File: src/rtl/vm_change_dispenser.sv
// Change-return engine: pays (credit - price) coins out to the hopper as
// PULSE_LEN-wide coin_out pulses, each confirmed by coin_ack or timed out.
module vm_change_dispenser #(
  parameter int unsigned PULSE_LEN   = 2,
  parameter int unsigned ACK_TIMEOUT = 8
) (
  input  logic       clk,
  input  logic       reset,
  input  logic       start,
  input  logic [2:0] credit,
  input  logic [2:0] price,
  input  logic       coin_ack,
  output logic       coin_out,
  output logic       busy,
  output logic       done,
  output logic       err,
  output logic [2:0] change_left
);

  localparam int unsigned CW = 3;
  localparam int unsigned PW = $clog2(PULSE_LEN + 1);
  localparam int unsigned TW = $clog2(ACK_TIMEOUT + 1);

  typedef enum logic [2:0] {
    S_IDLE  = 3'd0,
    S_PULSE = 3'd1,
    S_WAIT  = 3'd2,
    S_GAP   = 3'd3,
    S_DONE  = 3'd4
  } state_t;

  state_t        state_q, state_d;
  logic [PW-1:0] pcnt_q, pcnt_d;
  logic [TW-1:0] tcnt_q, tcnt_d;
  logic [CW-1:0] cl_q, cl_d;
  logic          err_q, err_d;
  logic          coin_out_q, coin_out_d;
  logic          busy_q, busy_d;
  logic          done_q, done_d;

  always_ff @(posedge clk) begin
    if (reset) begin
      state_q    <= S_IDLE;
      pcnt_q     <= '0;
      tcnt_q     <= '0;
      cl_q       <= '0;
      err_q      <= 1'b0;
      coin_out_q <= 1'b0;
      busy_q     <= 1'b0;
      done_q     <= 1'b0;
    end else begin
      state_q    <= state_d;
      pcnt_q     <= pcnt_d;
      tcnt_q     <= tcnt_d;
      cl_q       <= cl_d;
      err_q      <= err_d;
      coin_out_q <= coin_out_d;
      busy_q     <= busy_d;
      done_q     <= done_d;
    end
  end

  // Next-state and datapath; an ack on the final timeout cycle beats the timeout.
  always_comb begin
    state_d = state_q;
    pcnt_d  = pcnt_q;
    tcnt_d  = tcnt_q;
    cl_d    = cl_q;
    err_d   = err_q;
    unique case (state_q)
      S_IDLE: begin
        if (start) begin
          err_d  = 1'b0;
          pcnt_d = '0;
          if (credit < price) begin
            err_d   = 1'b1;
            cl_d    = '0;
            state_d = S_DONE;
          end else begin
            cl_d    = CW'(credit - price);
            state_d = (credit == price) ? S_DONE : S_PULSE;
          end
        end
      end
      S_PULSE: begin
        if (pcnt_q == PW'(PULSE_LEN - 1)) begin
          pcnt_d  = '0;
          tcnt_d  = '0;
          state_d = S_WAIT;
        end else begin
          pcnt_d = pcnt_q + PW'(1);
        end
      end
      S_WAIT: begin
        if (coin_ack) begin
          cl_d    = cl_q - CW'(1);
          state_d = (cl_q == CW'(1)) ? S_DONE : S_GAP;
        end else if (tcnt_q == TW'(ACK_TIMEOUT - 1)) begin
          err_d   = 1'b1;
          state_d = S_DONE;
        end else begin
          tcnt_d = tcnt_q + TW'(1);
        end
      end
      S_GAP: begin
        pcnt_d  = '0;
        state_d = S_PULSE;
      end
      S_DONE:  state_d = S_IDLE;
      default: state_d = S_IDLE;
    endcase
  end

  // Outputs are registered from the next state so they align with it.
  always_comb begin
    coin_out_d = (state_d == S_PULSE);
    busy_d     = (state_d != S_IDLE);
    done_d     = (state_d == S_DONE);
  end

  assign coin_out    = coin_out_q;
  assign busy        = busy_q;
  assign done        = done_q;
  assign err         = err_q;
  assign change_left = cl_q;

endmodule

File: config.mk
export PLATFORM = sky130hd
export DESIGN_NAME = vm_change_dispenser
export DESIGN_NICKNAME = d
export VERILOG_FILES = /design/src/rtl/vm_change_dispenser.sv
export SDC_FILE = /design/constraint.sdc
export NUM_CORES = 1
export LEC_CHECK = 0
export CORE_MARGIN = 2
export CORE_UTILIZATION = 45
export CTS_CLUSTER_DIAMETER = 200
export DETAILED_ROUTE_END_ITERATION = 8
export PLACE_DENSITY = 0.7
export SYNTH_ARGS = -nofsm -noshare
export SYNTH_HDL_FRONTEND = slang
export SYNTH_SLANG_ARGS = --single-unit
File: constraint.sdc
create_clock -name clk -period 1.9 [get_ports clk]
set_clock_uncertainty 0.15 [all_clocks]
set_input_delay 0.19 -clock clk [delete_from_list [all_inputs] [get_ports clk]]
set_output_delay 0.19 -clock clk [all_outputs]
set_load 0.01 [all_outputs]
## After elaboration in Yosys (flattened, before gate mapping)

Index checks and enable logic that the tools add are counted.

- $add $sub $neg: 4
- $lt $le $gt $ge: 1
- Eq/ne operators: 15
- Mux-type cells: 24
- Reduce and logical (&&, ||, !) cells: 9

Operator list:

| kind | count |
|---|---|
| two-way mux 3 bit | 10 |
| two-way mux 4 bit | 3 |
| != test 2 bit, second input constant | 6 |
| one-hot mux 3 bit (4 select lines) | 1 |
| == test 3 x 1 -> 1 bit, second input constant | 3 |
| one-hot mux 4 bit (2 select lines) | 1 |
| AND reduction 4 bit | 2 |
| == test 3 x 2 -> 1 bit, second input constant | 2 |
| one-hot mux 2 bit (3 select lines) | 1 |
| one-hot mux 3 bit (2 select lines) | 1 |
| nonzero test 3 bit | 2 |
| adder 4 x 1 -> 4 bit, second input constant | 1 |
| == test 4 x 3 -> 1 bit, second input constant | 1 |
| two-way mux 1 bit | 4 |
| two-way mux 2 bit | 2 |
| nonzero test 2 bit | 2 |
| == test 3 bit | 1 |
| == test 3 bit, second input constant | 1 |
| zero test 3 bit | 1 |
| < comparator 3 bit | 1 |
| AND reduction 3 bit | 1 |
| subtractor 3 x 1 -> 3 bit, second input constant | 1 |
| subtractor 3 bit | 1 |
| adder 2 x 1 -> 2 bit, second input constant | 1 |
| other kinds (3) | 3 |

- Register bits: 16
- Input port bits: 10
- Output and inout port bits: 7
- Word-level logic and storage cells: 61

## Logic depth before layout (Yosys ltp)

Gate-level depths: netlist (run 1).

- Depth in word-level cells: 6
- Gate-level depth with buffers: 7
- Gate-level depth less buffers: 7

## Least setup slack after synthesis (run 1)

No wires, ideal clock.

- Path type: input-to-reg
- From: input price[2]
- To: register cl_q[1], in the netlist change_left[1]
- Data arrival time: 1.279 ns
- Path slack: 0.325 ns
- Stages on the path: 6
- Path buffers: 0
- Cell sequence: inv_1 ha_1 and3b_1 or2_2 a31oi_1 a211oi_1

- Cells in the longest elaborated chain, start to end: 4

RTL lines:

| item | line | RTL |
|---|---|---|
| start, declared | 11 | `input logic [2:0] price,` |
| < comparator 3 bit | 75 | `if (credit < price) begin` |
| two-way mux 3 bit | 75 |  |
| two-way mux 3 bit | 72 | `if (start) begin` |
| one-hot mux 3 bit (2 select lines) | 70 | `unique case (state_q)` |
| end signal, assigned | 55 | `cl_q <= cl_d;` |
| end, declared | 35 | `logic [CW-1:0] cl_q, cl_d;` |

No other way between the ends. The select of a mux whose other input is x is not followed.
A chain may end at the register's enable or synchronous reset.

## Final worst setup path (run 1)

Same ends and word-level chain as after synthesis.

==> impl_metrics.json, run 1 <==
{
  "postSynthCellCount": 106,
  "effective_utilization_at_floorplan_pct": 48.8,
  "pleak_uw": 0.000470,
  "crit_slowest_cell": "sky130_fd_sc_hd__clkdlybuf4s50_1",
  "criticalPathCategory": "input pin to flop",
  "grt_antenna_before_repair": 0,
  "cts_setup_buffers": 0,
  "maxSlewViolCount": 0,
  "area_growth_syn_to_layout_pct": 27.8,
  "min-delay-path-class": "flop to flop",
  "cp_slowest_stage_delay_ns": 0.45,
  "final-seq-area_um2": 320,
  "maxCapViolations": 0,
  "grt_max_degree": 12,
  "numCtsBuffers": 3,
  "grt.total_usage_pct": 18.5,
  "layout_setup_ws_ns": 0.103,
  "worst-endpoint-required_ns": 1.92,
  "clk_path_buf_depth": 2,
  "power_uw": 807,
  "max_slew_margin_pct": 67.8,
  "gp_congestion": 0.834,
  "end_kind": "flop",
  "power.density_nw_per_um2": 647,
  "hpwlAfterDp_um": 1570,
  "synth.yosys.warnings": 0,
  "iteration_count_of_the_initial_detailed_routing_pass": 4,
  "finalWorstPathRequiredPeriod_ns": 1.80,
  "ys_async_sr_fraction_pct": 0,
  "finalWirelength_um": 2020,
  "io_pins": 17,
  "synth_enable_flop_cells": 0,
  "num_rows": 16,
  "fmaxAchievable_ghz": 0.557,
  "drive_above_1_share_pct": 15.9,
  "timing.final.crit_share_pct": 94.6,
  "tightestPinTransition_ns": 0.483,
  "grt_pass1_wl_um": 3550,
  "syn_area_per_cell_um2": 9.21,
  "timing.critical_path.buf_inv": 2,
  "fin_setup_tns_ns": 0,
  "htreeDepth": 1,
  "detail_route.drc_violations": 0,
  "cts-hold-fix-buffers": 0,
  "multi_input_gate_area_um2": 596,
  "cp-startpoint": "price[2]",
  "worst_r2r_startpoint": "state_q[0]",
  "synth_fp_nets": 123,
  "first_global_vias": 812,
  "wl_per_cell_um": 12.7,
  "cts.reportedPaths.clkPinSlew_ns": 0.09,
  "dp_slack_ns": -0.173,
  "run_status": "complete, no violations",
  "avgViaCountPerCell": 5.47,
  "path_cells": "clkdlybuf4s50_1, inv_1, ha_1, and3b_1, or2_2, a31oi_1, a211oi_1",
  "tritoncts": "built",
  "num_vias": 870,
  "yosys_register_bits": 16,
  "diodes": 0,
  "fin_worst_hold_slack_ns": 0.345,
  "portBuffers": 16,
  "synth.yosys.seq_area_share_pct": 32.8,
  "syn_area_um2": 976,
  "ctsRootBufferMaster": "sky130_fd_sc_hd__clkbuf_4",
  "worstHoldStart": "pcnt_q[1]",
  "ctsResizeCount": 0,
  "drt_iter0_markers": 10,
  "rsz0062_at_grt": "false",
  "finalHoldViolCount": 0,
  "worstPathMaxFanout": 4,
  "final_net_count": 150,
  "die_height_um": 50.6,
  "utilization_pct": 62.3,
  "design.die.area_um2": 2560,
  "ys_dominant_reg_cell": "sky130_fd_sc_hd__dfxtp_1",
  "grt_overflow": 0,
  "critical-path-top-delay-family": "simple AND/OR/NAND/NOR gates",
  "fp.coreArea_um2": 2000,
  "critical_path.startpoint_type": "input pin",
  "synth_cell_types": 42,
  "die_x_um": 50.6,
  "final.fill_count": 182,
  "setup_viol_count_final": 0,
  "vdd_ir_drop_max_uv": 385,
  "worst-endpoint-arrival_ns": 1.82,
  "antenna_violating_nets_post_route": 0,
  "clock_insertion_delay_worst_skew_ns": 0.28,
  "cts_sinks": 16
}
## power by group
part	internal (uW)	switching, uW
clock network	117	103
registers	357	25.4
logic	114	90.2
## registers in the layout, summed over array words and instances, names as in the netlist
signal	flops
done	1
pcnt_q	2
tcnt_q	4
busy	1
err	1
coin_out	1
state_q	3
change_left	3
## routing by layer
metal / GRT usage, % / wire length (um) / up-vias
li1: - / - / 442
met1: 22.9 / 921 / 406
met2: 31.6 / 1000 / 20
met3: 1.19 / 64 / 2
met4: 10.4 / 31 / 0
met5: 0 / 0 / -
## worst register-to-register path, stage by stage (launching register included)
cell                      delay [ns]
sky130_fd_sc_hd__dfxtp_1        0.60
sky130_fd_sc_hd__nor3b_4        0.28
sky130_fd_sc_hd__a22oi_2        0.12
sky130_fd_sc_hd__or3_1          0.36
sky130_fd_sc_hd__a21oi_1        0.14
## cell usage after synthesis, types with 2 or more instances
library cell,n,area (um2)
sky130_fd_sc_hd__nor2b_1,2,12.5
sky130_fd_sc_hd__nand2b_1,3,18.8
sky130_fd_sc_hd__o21ai_0,4,20.0
sky130_fd_sc_hd__nand2_1,2,7.51
sky130_fd_sc_hd__or2_2,2,12.5
sky130_fd_sc_hd__nand3b_1,3,22.5
sky130_fd_sc_hd__and2_1,2,12.5
sky130_fd_sc_hd__nor3b_4,2,37.5
sky130_fd_sc_hd__inv_1,7,26.3
sky130_fd_sc_hd__a211oi_1,6,45.0
sky130_fd_sc_hd__dfxtp_1,16,320
sky130_fd_sc_hd__or3_1,3,18.8
sky130_fd_sc_hd__ha_1,6,75.1
sky130_fd_sc_hd__nor2_1,7,26.3
sky130_fd_sc_hd__a21oi_1,9,45.0
sky130_fd_sc_hd__a21o_1,2,15.0
sky130_fd_sc_hd__a31oi_1,3,18.8
sky130_fd_sc_hd__nor3b_1,2,15.0
sky130_fd_sc_hd__buf_6,2,22.5
## cell families (layout without fill, tap and decap cells)
logic type,after synthesis,count (layout),synth area share (%)
AO/OA/AOI/OAI,32,32,21.8
XOR/XNOR,1,1,0.898
adder cells (fa/ha/maj),7,7,9.74
buffers and inverters,11,37,6.15
flip-flops,16,16,32.8
multiplexers,1,1,1.15
AND/OR/NAND/NOR,38,38,27.4
## cell type report
class                   count  share of cell area (%)
clock buffers               4                    2.91
inverters                   7                    2.11
multi-input cells          79                    47.7
flip-flops and latches     16                    25.7
well taps                  27                    2.71
repair buffers             26                    18.9
## per-stage QoR
step,cells,area (um2)
2_1_floorplan,106,976
3_3_place_gp,155,1210
3_5_place_dp,155,1210
4_1_cts,159,1250
5_1_grt,159,1250
6_report,159,1250
## path summary, 6_finish.rpt
kind | depth (start not counted) | endpoint | slack (ns)
min reg2reg | 1 | pcnt_q[1] | 0.34
min | 1 | pcnt_q[1] | 0.34
max | 7 | change_left[1] | 0.10
max reg2reg | 4 | tcnt_q[3] | 0.18
## cell usage in the layout (no fill, tap or decap), types with 2 or more instances in the layout
master                            instances
sky130_fd_sc_hd__o21ai_0                  4
sky130_fd_sc_hd__or2_2                    2
sky130_fd_sc_hd__nand2_1                  2
sky130_fd_sc_hd__clkbuf_4                 3
sky130_fd_sc_hd__nand3b_1                 3
sky130_fd_sc_hd__a31oi_1                  3
sky130_fd_sc_hd__or3_1                    3
sky130_fd_sc_hd__inv_1                    7
sky130_fd_sc_hd__and2_1                   2
sky130_fd_sc_hd__a21o_1                   2
sky130_fd_sc_hd__a211oi_1                 6
sky130_fd_sc_hd__nand2b_1                 3
sky130_fd_sc_hd__nor3b_1                  2
sky130_fd_sc_hd__nor2_1                   7
sky130_fd_sc_hd__clkdlybuf4s50_1         16
sky130_fd_sc_hd__a21oi_1                  9
sky130_fd_sc_hd__nor2b_1                  2
sky130_fd_sc_hd__dfxtp_1                 16
sky130_fd_sc_hd__buf_4                   10
sky130_fd_sc_hd__nor3b_4                  2
sky130_fd_sc_hd__ha_1                     6
(Power assumes the default switching activity.)
==> run 2, diff against run 1 <==
--- a/config.mk
+++ b/config.mk
@@ -10,6 +10,8 @@
 export CTS_CLUSTER_DIAMETER = 200
 export DETAILED_ROUTE_END_ITERATION = 8
 export PLACE_DENSITY = 0.7
+export SKIP_LAST_GASP = 1
 export SYNTH_ARGS = -nofsm -noshare
 export SYNTH_HDL_FRONTEND = slang
 export SYNTH_SLANG_ARGS = --single-unit
+export TNS_END_PERCENT = 100
==> results of run 2 <==
No change in the layout: final DEF, timing and power equal those of run 1.
